File: config.mk
export PLATFORM = sky130hd
export DESIGN_NAME = fletcher_checksum_mc
export DESIGN_NICKNAME = d
export VERILOG_FILES = /design/src/rtl/fletcher_pkg.sv /design/src/rtl/fletcher_mod_add.sv /design/src/rtl/fletcher_checksum_mc.sv
export SDC_FILE = /design/constraint.sdc
export NUM_CORES = 1
export LEC_CHECK = 0
export BUFFER_PORTS_ARGS = -buffer_cell sky130_fd_sc_hd__buf_2
export CAP_MARGIN = 0
export CORE_UTILIZATION = 55
export CTS_CLUSTER_DIAMETER = 50
export DETAILED_ROUTE_END_ITERATION = 7
export GPL_ROUTABILITY_DRIVEN = 1
export PLACE_DENSITY = 0.85
export SYNTH_ARGS = -nofsm -noshare
export SYNTH_HDL_FRONTEND = slang
export SYNTH_HIERARCHICAL = 1
export SYNTH_SLANG_ARGS = --single-unit
File: constraint.sdc
create_clock -name clk -period 11.34 [get_ports clk]
set_input_delay 2.268 -clock clk [delete_from_list [all_inputs] [get_ports clk]]
set_output_delay 2.268 -clock clk [all_outputs]
set_load 0.005 [all_outputs]
File: src/rtl/fletcher_pkg.sv
// Shared definitions for the multi-channel Fletcher checksum engine:
// modular adder arithmetic and channel index sizing.
package fletcher_pkg;

    // Widest supported half-word; covers a 64-bit checksum.
    localparam int MaxH = 32;

    // Index width for a channel count. It is never zero, so a single channel still has a port bit.
    function automatic int chan_w(input int channels);
        return (channels > 1) ? $clog2(channels) : 1;
    endfunction

    // Sum of two fully reduced operands, taken mod 2^h-1. The result is never equal to 2^h-1.
    function automatic logic [MaxH-1:0] mod_m_add(input logic [MaxH-1:0] x,
                                                  input logic [MaxH-1:0] y,
                                                  input int              h);
        logic [MaxH:0] m;
        logic [MaxH:0] s;
        m = (MaxH+1)'((64'd1 << h) - 64'd1);
        s = {1'b0, x} + {1'b0, y};
        return (s >= m) ? MaxH'(s - m) : MaxH'(s);
    endfunction

endpackage

File: src/rtl/fletcher_mod_add.sv
// Combinational x + y mod 2^H-1 for reduced H-bit operands; used for both the A and B sums.
module fletcher_mod_add
    import fletcher_pkg::*;
#(
    parameter int H = 16
) (
    input  logic [H-1:0] x,
    input  logic [H-1:0] y,
    output logic [H-1:0] s
);

    logic [MaxH-1:0] sum_wide;
    logic            unused_hi;

    assign sum_wide  = mod_m_add(MaxH'(x), MaxH'(y), H);
    assign s         = sum_wide[H-1:0];
    // The upper bits of the shared-width result are always zero.
    assign unused_hi = ^sum_wide;

endmodule

File: src/rtl/fletcher_checksum_mc.sv
// Multi-channel streaming Fletcher checksum: per-channel (A,B) sums mod 2^H-1 and a single
// result register that holds {B,A}, the word count and the match flag until they are consumed.
module fletcher_checksum_mc
    import fletcher_pkg::*;
#(
    parameter int  Width    = 32,
    parameter int  Channels = 4,
    parameter int  CountW   = 16,
    localparam int H        = Width / 2,
    localparam int ChanW    = chan_w(Channels)
) (
    input  logic              clk,
    input  logic              rst,
    input  logic              in_valid,
    output logic              in_ready,
    input  logic [ChanW-1:0]  in_chan,
    input  logic [H-1:0]      in_data,
    input  logic              in_last,
    input  logic [Width-1:0]  in_expect,
    input  logic              clr_en,
    input  logic [ChanW-1:0]  clr_chan,
    output logic              res_valid,
    input  logic              res_ready,
    output logic [ChanW-1:0]  res_chan,
    output logic [Width-1:0]  res_sum,
    output logic [CountW-1:0] res_count,
    output logic              res_match
);

    localparam logic [H-1:0] ModM = '1;

    typedef struct packed {
        logic [ChanW-1:0]  chan;
        logic [Width-1:0]  sum;
        logic [CountW-1:0] count;
        logic              match;
    } res_t;

    logic [H-1:0]      a_q   [Channels];
    logic [H-1:0]      a_d   [Channels];
    logic [H-1:0]      b_q   [Channels];
    logic [H-1:0]      b_d   [Channels];
    logic [CountW-1:0] cnt_q [Channels];
    logic [CountW-1:0] cnt_d [Channels];
    res_t              res_q;
    res_t              res_d;
    logic              res_valid_q;
    logic              res_valid_d;

    logic              accept;
    logic              chan_ok;
    logic [H-1:0]      d_norm;
    logic [H-1:0]      a_cur;
    logic [H-1:0]      b_cur;
    logic [CountW-1:0] cnt_cur;
    logic [H-1:0]      a_new;
    logic [H-1:0]      b_new;
    logic [CountW-1:0] cnt_new;

    // A stalled result also blocks non-last beats, so stream order is preserved.
    assign in_ready = !res_valid_q || res_ready;
    assign accept   = in_valid && in_ready;
    assign d_norm   = (in_data == ModM) ? '0 : in_data;

    // Reads the addressed channel's sums. A clear in the same cycle makes the beat start from zero.
    always_comb begin
        // NOTE: every always_comb output gets a default before any branch, so no latch is inferred.
        chan_ok = 1'b0;
        a_cur   = '0;
        b_cur   = '0;
        cnt_cur = '0;
        for (int i = 0; i < Channels; i++) begin
            if (in_chan == ChanW'(i)) begin
                chan_ok = 1'b1;
                a_cur   = a_q[i];
                b_cur   = b_q[i];
                cnt_cur = cnt_q[i];
            end
        end
        if (clr_en && (clr_chan == in_chan)) begin
            a_cur   = '0;
            b_cur   = '0;
            cnt_cur = '0;
        end
    end

    assign cnt_new = (&cnt_cur) ? cnt_cur : cnt_cur + CountW'(1);

    fletcher_mod_add #(.H(H)) u_add_a (
        .x (a_cur),
        .y (d_norm),
        .s (a_new)
    );

    fletcher_mod_add #(.H(H)) u_add_b (
        .x (b_cur),
        .y (a_new),
        .s (b_new)
    );

    always_comb begin
        for (int i = 0; i < Channels; i++) begin
            a_d[i]   = a_q[i];
            b_d[i]   = b_q[i];
            cnt_d[i] = cnt_q[i];
            if (clr_en && (clr_chan == ChanW'(i))) begin
                a_d[i]   = '0;
                b_d[i]   = '0;
                cnt_d[i] = '0;
            end
            if (accept && (in_chan == ChanW'(i))) begin
                if (in_last) begin
                    a_d[i]   = '0;
                    b_d[i]   = '0;
                    cnt_d[i] = '0;
                end else begin
                    a_d[i]   = a_new;
                    b_d[i]   = b_new;
                    cnt_d[i] = cnt_new;
                end
            end
        end
    end

    // A new result takes priority over retiring the old one, so back-to-back results leave no gap.
    always_comb begin
        res_d       = res_q;
        res_valid_d = res_valid_q;
        if (accept && chan_ok && in_last) begin
            res_valid_d = 1'b1;
            res_d.chan  = in_chan;
            res_d.sum   = {b_new, a_new};
            res_d.count = cnt_new;
            res_d.match = ({b_new, a_new} == in_expect);
        end else if (res_ready) begin
            res_valid_d = 1'b0;
        end
    end

    always_ff @(posedge clk) begin
        // NOTE: state is updated with non-blocking assignments, so every flop samples pre-edge values.
        if (rst) begin
            // NOTE: the per-channel sums are plain flops, not RAM, so resetting the whole array is legal.
            a_q         <= '{default: '0};
            b_q         <= '{default: '0};
            cnt_q       <= '{default: '0};
            res_q       <= '0;
            res_valid_q <= 1'b0;
        end else begin
            a_q         <= a_d;
            b_q         <= b_d;
            cnt_q       <= cnt_d;
            res_q       <= res_d;
            res_valid_q <= res_valid_d;
        end
    end

    assign res_valid = res_valid_q;
    assign res_chan  = res_q.chan;
    assign res_sum   = res_q.sum;
    assign res_count = res_q.count;
    assign res_match = res_q.match;

endmodule

# == Word level (Yosys, flattened, before mapping) ==
# Index checks and enable logic that the tools add are counted.
# op_classes
muxes,44
n_eq_ne,9
n_lt_le_gt_ge,2
addsub,5
reduce_logical,22
# ops
operator,n
16-bit 2-to-1 mux,38
16-bit by 16-bit adder with 17-bit output,2
17-bit by 16-bit greater-or-equal comparator with 1-bit output (second input constant),2
32-bit == test,1
16-bit subtractor (second input constant),2
16-bit by 1-bit adder with 16-bit output (second input constant),1
16-bit == test (second input constant),1
16-bit AND reduction,1
1-bit logical AND,12
2-bit nonzero test,5
2-bit == test (second input constant),4
1-bit 2-to-1 mux,6
2-bit by 1-bit == test with 1-bit output (second input constant),2
2-bit logical NOT,2
2-bit == test,1
1-bit logical NOT,1
1-bit logical OR,1
# word_totals
input_bits,58
word_cells,99
regBits,244

# == Depth between registers and ports, before layout ==
# Gate-level depths: netlist (run 1).
# depth
depth_word,14
mapped_depth,34
ltp_nobuf,29

# == Modules after synthesis ==
# Netlist (run 1), hierarchy kept.
# modules_own_cells
module,instances,area_per_inst_um2,seq_area_each_um2,cells_each
fletcher_checksum_mc,1,10850.4,4884.7,1130
fletcher_mod_add,2,1590.3,0.0,201

# == Worst setup path after synthesis (run 1) ==
# OpenSTA, ideal clock, no wires.
# synth_path
kind,input to register
start,input in_chan[1]
end,register res_q (netlist bit res_match)
path_buffers,5
t_required_ps,11270
setup_time_ps,70
arrival_time_ps,10093
slack_ps,1177
stages,31
cell_sequence,buf_4 -> buf_4 -> buf_2 -> buf_2 -> buf_2 -> mux4_2 -> and2_1 -> ha_1 -> fa_1 -> a21o_1 -> a221oi_4 -> o21ai_1 -> a31oi_2 -> xor2_2 -> a2111o_2 -> o21ai_2 -> mux2_1 -> fa_1 -> a21o_1 -> a221oi_4 -> o21ai_1 -> a31oi_2 -> xor2_2 -> a2111o_2 -> o21ai_2 -> mux2_1 -> xnor2_1 -> nand4_1 -> nor4_1 -> nand3_1 -> a21oi_1
# synth_via
elab_chain_cells,13
elab_cells_between_ends,31
cone_classes,add/sub (4); order compare (2); eq/ne (5); mux (16); reduce/logical (4)
# synth_rtl
element,line_no,text
from (decl),fletcher_checksum_mc.sv:16,"input logic [ChanW-1:0] in_chan,"
2-bit logical NOT,fletcher_checksum_mc.sv:73,if (in_chan == ChanW'(i)) begin
16-bit 2-to-1 mux (4 in series),fletcher_checksum_mc.sv:73,
16-bit 2-to-1 mux (*),fletcher_checksum_mc.sv:80,if (clr_en && (clr_chan == in_chan)) begin
via a_cur[0],fletcher_checksum_mc.sv:53,logic [H-1:0] a_cur;
16-bit by 16-bit adder with 17-bit output (*),fletcher_pkg.sv:20,"s = {1'b0, x} + {1'b0, y};"
16-bit subtractor or 17-bit by 16-bit greater-or-equal comparator with 1-bit output (tied branches),fletcher_pkg.sv:21,return (s >= m) ? MaxH'(s - m) : MaxH'(s);
16-bit 2-to-1 mux (*),fletcher_pkg.sv:21,
via a_new[1],fletcher_checksum_mc.sv:56,logic [H-1:0] a_new;
16-bit by 16-bit adder with 17-bit output (*),fletcher_pkg.sv:20,
16-bit subtractor or 17-bit by 16-bit greater-or-equal comparator with 1-bit output (tied branches),fletcher_pkg.sv:21,
16-bit 2-to-1 mux (*),fletcher_pkg.sv:21,
via b_new[1],fletcher_checksum_mc.sv:57,logic [H-1:0] b_new;
32-bit == test (*),fletcher_checksum_mc.sv:134,"res_d.match = ({b_new, a_new} == in_expect);"
to (signal assigned),fletcher_checksum_mc.sv:153,res_q <= res_d;
to (decl),fletcher_checksum_mc.sv:45,res_t res_q;
# The timed path passes the listed nets; every way through them passes the cells marked *.
# A chain may end at the register's enable or synchronous reset.

# == Final worst setup path (run 1) ==
# Same ends and word-level chain as after synthesis.

==> metrics.yaml, run 1 <==
run_status:
  status: "completed"
worst_setup_path:
  end_kind: "flop"
  cp-start-kind: "primary input"
  arrival_ns: 10.79
  timing.rr.end: "res_match$_SDFFE_PP0P_"
  reg2reg_slack_ns: 2.98
  rr_startpoint: "a_q[0]$_SDFFE_PP0P_"
  path_class: "primary input to flop"
  ff2ff_path_depth: 26
  required_ns: 11.79
  critPathMaxFanout: 20
worst_hold_path:
  worstHoldStart: "res_sum[17]$_SDFFE_PP0P_"
  min_to: "res_sum[17]$_SDFFE_PP0P_"
  min_path_cells: 2
  hold_path.class: "flop to flop"
detailed_routing:
  dr.pass1.iters: 6
  met2_wirelength_um: 19100
  wl_met3_um: 4330
  highest_layer: "met4"
  drtIter0Drc: 1490
  ant_nets: 0
  avgViaCountPerCell: 6.49
  wire_per_inst_um: 21.1
  wl_met1_um: 16300
  wl_um: 41000
  drc: 0
  vias: 12628
clocking:
  cts_tree: "built"
  path_clk_slew_ns: 0.06
  numClockSinks: 244
  clock-root-buffer: "clkbuf_16"
  clock_path_buffers: 3
  insertion_delay_ns: 0.56
  hold_buffers: 0
  cts_resized: 0
  h-tree-depth: 1
  cts_buffers: 26
  post_cts_buffers: 0
power:
  peakVddDrop_v: 0.000126
  report.power.total_mw: 2.09
  leakagePower_nw: 5.91
  power_density_nw_per_um2: 133
cells_and_area:
  diodes: 0
  multiInputGateArea_um2: 8680
  drive_above_1_share: 0.193
  area_delta_synth_final_pct: 11.9
  nNetsFinal: 1692
  fin_util: 0.626
  final-seq-area_um2: 4880
  stdcell_area_um2: 15700
  fillCellCount: 2062
job:
  cap_violations: 0
sta:
  final_hold_viol_count: 0
  fin_tns_setup_ns: 0
  post-route-period-util: 0.911
  rsz0062_at_grt: "false"
  worst_pin_slew_ns: 1.18
  fmax_mhz: 96.8
  slew_viol_final: 0
  setup_viol: 0
  relSlewSlack: 0.216
  finalCriticalPeriod_ns: 10.33
  finClkSkew_ns: 0.0263
  whs_ns: 0.452
die:
  core_um2: 25100
  ioPinCount: 111
  dieArea_um2: 26200
  die_h_um: 162
  start_util: 0.559
  die_x_um: 162
  fp-row-count: 58
global_routing:
  grt_max_degree: 125
  antenna_found_initial: 0
  grtUsageTotal: 0.314
  overflow: 0
  grt_pass1_wl_um: 65000
  grt_pass1_vias: 12092
synth:
  async_flop_share: 0
  synth_area_leaders: "dfxtp_1, mux4_2, a22oi_1"
  ys_top_cells_by_count: "dfxtp_1, nor2_1, nand2_1, a22oi_1, clkbuf_1"
  syn-cell-area_um2: 14000
  synth_cell_types: 91
  synth_edf_count: 0
  ys_seq_area_frac: 0.348
  synthFlopType: "dfxtp_1"
  syn_inst: 1532
  synth.most_common_cell: "dfxtp_1"
  ys_ff_latch: 244
  syn-num-nets: 1627
  syn_area_per_cell_um2: 9.16
  yosysTopAreaCellShare: 0.348
  yosys.area.top_type: "dfxtp_1"
  yosys_warnings: 6
placed_design:
  portBuffers: 110
  routabilityCongestion: 0.994
  postPlaceCellArea_um2: 14800
  hpwl_um: 29000
## report_power, final
part           internal (mW)  switching [mW]  total, mW
clock                  0.495           0.352      0.847
sequential             0.877          0.0101      0.887
combinational          0.124           0.228      0.351
## cells by family (layout without fill, tap and decap cells)
| logic type | after synthesis | after routing | synth area share |
|---|---|---|---|
| compound gates | 431 | 431 | 0.232 |
| flops | 244 | 244 | 0.348 |
| simple gates | 557 | 557 | 0.207 |
| xor+xnor | 90 | 90 | 0.0613 |
| buf+inv | 118 | 201 | 0.0360 |
| mux | 55 | 55 | 0.0822 |
| fa+ha+maj | 37 | 37 | 0.0341 |
## critical path: stages
cell,delay (ns)
buf_2,0.46
xor2_2,0.15
or3_1,0.47
and2_1,0.20
ha_1,0.23
fa_1,0.53
a21o_1,0.23
a221oi_4,0.35
o21ai_1,0.20
a31oi_2,0.31
xor2_2,0.18
a2111o_2,0.52
o21ai_2,0.21
mux2_1,0.46
fa_1,0.57
a21o_1,0.23
a221oi_4,0.37
o21ai_1,0.23
a31oi_2,0.32
xor2_2,0.18
a2111o_2,0.52
o21ai_2,0.22
mux2_1,0.39
xnor2_1,0.19
nand4_1,0.12
nor4_1,0.33
nand3_1,0.12
a21oi_1,0.22
## metal layers
metal,vias up,track usage
met4,0,0.105
met2,654,0.509
li1,5786,-
met3,96,0.0781
met1,6092,0.410
met5,-,0
## cell type report
class	instances	area share
Clock buffer	39	0.0490
Clock inverter	7	0.00677
Inverter	12	0.00287
Multi-Input combinational cell	1170	0.553
Sequential cell	244	0.311
Tap cell	330	0.0263
Timing Repair Buffer	143	0.0514
## cells in the final DEF, fill, tap and decap left out, types with 26 or more instances in the layout
cell | netlist | final
dfxtp_1 | 244 | 244
nor2_1 | 177 | 174
nand2_1 | 139 | 139
a22oi_1 | 133 | 133
buf_2 | 11 | 108
a21oi_1 | 76 | 76
xnor2_1 | 68 | 68
nor2b_1 | 54 | 54
and2_1 | 49 | 49
mux4_2 | 48 | 48
o21ai_0 | 36 | 36
ha_1 | 35 | 35
buf_4 | 3 | 34
a22o_1 | 32 | 32
clkbuf_16 | 0 | 26
## how the worst max path moves through the flow
| stage | start | endpoint | cells past startpoint |
|---|---|---|---|
| finish | in_chan[1] | res_match$_SDFFE_PP0P_ | 28 |
| global route | in_chan[1] | res_match$_SDFFE_PP0P_ | 28 |
| CTS | in_chan[0] | res_match$_SDFFE_PP0P_ | 27 |
| detailed placement | in_chan[1] | res_match$_SDFFE_PP0P_ | 28 |
| global placement | in_chan[0] | res_match$_SDFFE_PP0P_ | 27 |
| floorplan | in_chan[1] | res_match$_SDFFE_PP0P_ | 31 |
## stage by stage
step / instances / setup WS [ns]
6_report: 1945 / 1.01
5_1_grt: 1945 / 0.690
4_1_cts: 1945 / 1.17
3_5_place_dp: 1899 / 0.637
3_3_place_gp: 1899 / 0.877
2_1_floorplan: 1532 / 1.18
## sequential cells by signal (all words and copies together), names as in the netlist
name / cells
cnt_q: 64
a_q: 64
res_sum: 32
res_valid: 1
b_q: 64
res_count: 16
res_chan: 2
res_match: 1
No activity file was read; power rests on OpenSTA's default activity.
==> inputs of run 2 (changes only) <==
--- a/config.mk
+++ b/config.mk
@@ -12,7 +12,7 @@
 export DETAILED_ROUTE_END_ITERATION = 7
 export GPL_ROUTABILITY_DRIVEN = 1
 export PLACE_DENSITY = 0.85
+export SKIP_LAST_GASP = 1
 export SYNTH_ARGS = -nofsm -noshare
 export SYNTH_HDL_FRONTEND = slang
-export SYNTH_HIERARCHICAL = 1
 export SYNTH_SLANG_ARGS = --single-unit
==> metrics.yaml, run 2 <==
sta:
  relSlewSlack: 0.243
  final_hold_viol_count: 0
  fmax_mhz: 96.6
  whs_ns: 0.453
  finalCriticalPeriod_ns: 10.35
  setup_viol: 0
  finClkSkew_ns: 0.0207
  post-route-period-util: 0.913
  slew_viol_final: 0
  worst_pin_slew_ns: 1.14
  fin_tns_setup_ns: 0
  rsz0062_at_grt: "false"
worst_setup_path:
  required_ns: 11.82
  critPathMaxFanout: 25
  end_kind: "flop"
  crit_top_cell: "xnor2_1"
  worst-path-buf-inv: 3
  cpPeakStageDelay_ns: 0.55
  arrival_ns: 10.84
  cp_top_family: "compound AO/OA/AOI/OAI gates"
  cpMaxStageDelayCell: "mux4_2"
  cp-start-kind: "primary input"
  path_class: "primary input to flop"
clocking:
  path_clk_slew_ns: 0.06
  hold_buffers: 0
  cts_buffers: 28
  h-tree-depth: 1
  cts_tree: "built"
  cts_resized: 0
  clock-root-buffer: "clkbuf_16"
  numClockSinks: 244
  insertion_delay_ns: 0.55
  post_cts_buffers: 0
  clock_path_buffers: 3
die:
  core_um2: 25000
  start_util: 0.559
  die_h_um: 162
  fp-row-count: 58
  dieArea_um2: 26100
  die_x_um: 162
  ioPinCount: 111
detailed_routing:
  drc: 1
  wire_per_inst_um: 21.4
  drtIter0Drc: 1422
  avgViaCountPerCell: 6.48
  dr.pass1.iters: 8
  ant_nets: 0
  wl_um: 44000
  vias: 13322
global_routing:
  antenna_found_initial: 1
  grt_max_degree: 153
  grt_pass1_wl_um: 68500
  overflow: 0
  grt_pass1_vias: 12851
  grtUsageTotal: 0.330
cells_and_area:
  nNetsFinal: 1801
  stdcell_area_um2: 15800
  drive_above_1_share: 0.169
  layout_common_cells: "nor2_1, dfxtp_1, a22oi_1"
  diodes: 0
  reg_top3: "a_q (64), b_q (64), cnt_q (64)"
  final_common_cell: "nor2_1"
  area_delta_synth_final_pct: 13.2
  finalNonFillerCells: 2055
power:
  power_density_nw_per_um2: 145
  peakVddDrop_v: 0.000125
  leakagePower_nw: 6.06
synth:
  synth_area_leaders: "dfxtp_1, a22oi_1, nor2_1"
  synthFlopType: "dfxtp_1"
  synth_top_family_by_area: "compound AO/OA/AOI/OAI gates"
  synth_adder_area_share: 0.0342
  syn_inst: 1640
  ys_seq_area_frac: 0.349
  synthXorXnorAreaFrac: 0.0556
  ys_top_cells_by_count: "nor2_1, dfxtp_1, a22oi_1, clkbuf_1, nand2_1"
  syn-cell-area_um2: 14000
  ys_ff_latch: 244
  yosys_warnings: 0
  yosysTopAreaCellShare: 0.349
  synth-compound-area-share: 0.223
  synth_cell_types: 89
  synth_mux_area_frac: 0.0823
  synth.most_common_cell: "nor2_1"
  synth_edf_count: 0
  syn_area_per_cell_um2: 8.53
  yosys.area.top_type: "dfxtp_1"
  synth-simple-area-share: 0.214
  syn-num-nets: 1735
  async_flop_share: 0
placed_design:
  place_inst: 2006
  postPlaceCellArea_um2: 14900
  hpwl_um: 30000
  portBuffers: 110
  routabilityCongestion: 0.969
run_status:
  violations: "DRC"
  status: "finished, violations left"
worst_hold_path:
  hold_path.class: "flop to flop"
job:
  cap_violations: 0
==> run 2: per-layer routing <==
layer | up-vias | global-route usage | wire [um]
li1 | 6120 | - | -
met1 | 6387 | 0.437 | 18100
met2 | 697 | 0.535 | 20200
met3 | 116 | 0.0555 | 4140
met4 | 2 | 0.129 | 1530
met5 | - | 0 | 13
==> run 2: logic make-up after synthesis <==
kind of cell / Yosys count
AO/OA/AOI/OAI: 431
XOR/XNOR: 83
adder cells (fa/ha/maj): 37
buffers and inverters: 153
flip-flops: 244
multiplexers: 57
AND/OR/NAND/NOR: 635
==> run 2: power by group <==
part           total (mW)  internal (mW)  leakage (nW)  switching [mW]
logic               0.481          0.169          3.62           0.311
clock network       0.930          0.558         0.464           0.372
registers           0.893          0.881          1.98          0.0124
total                2.30           1.61          6.06           0.696
==> run 2: path summary, 6_finish.rpt <==
check,start,slack [ns],to,cells past startpoint
setup / recovery,in_chan[0],0.99,res_match$_SDFFE_PP0P_,28
hold / removal,res_count[8]$_SDFFE_PP0P_,0.45,res_count[8]$_SDFFE_PP0P_,2
setup reg to reg,a_q[20]$_SDFFE_PP0P_,3.28,res_match$_SDFFE_PP0P_,26
hold reg to reg,res_count[8]$_SDFFE_PP0P_,0.45,res_count[8]$_SDFFE_PP0P_,2
==> run 2: area by class of cell <==
class                      count  area [um2]
sequential                   244        4880
clock buffer                  37         786
tap                          330         413
timing repair buffer         155         897
clock inverter                12         164
multi-input combinational   1243        8570
fill                        2071        9200
inverter                      34         128
==> run 2: metrics by stage <==
stage           util  worst slack, ns  power (mW)
2_1_floorplan      -             1.16        1.22
3_3_place_gp   0.595            0.668        1.37
3_5_place_dp   0.595            0.645        1.38
4_1_cts        0.633             1.14        2.29
5_1_grt        0.633            0.478        2.38
6_report       0.633            0.988        2.30
==> run 2: worst min-delay path, stage by stage (launching register included) <==
cell and delay [ns]:
dfxtp_1 0.31, nand2_1 0.05, a21oi_1 0.05
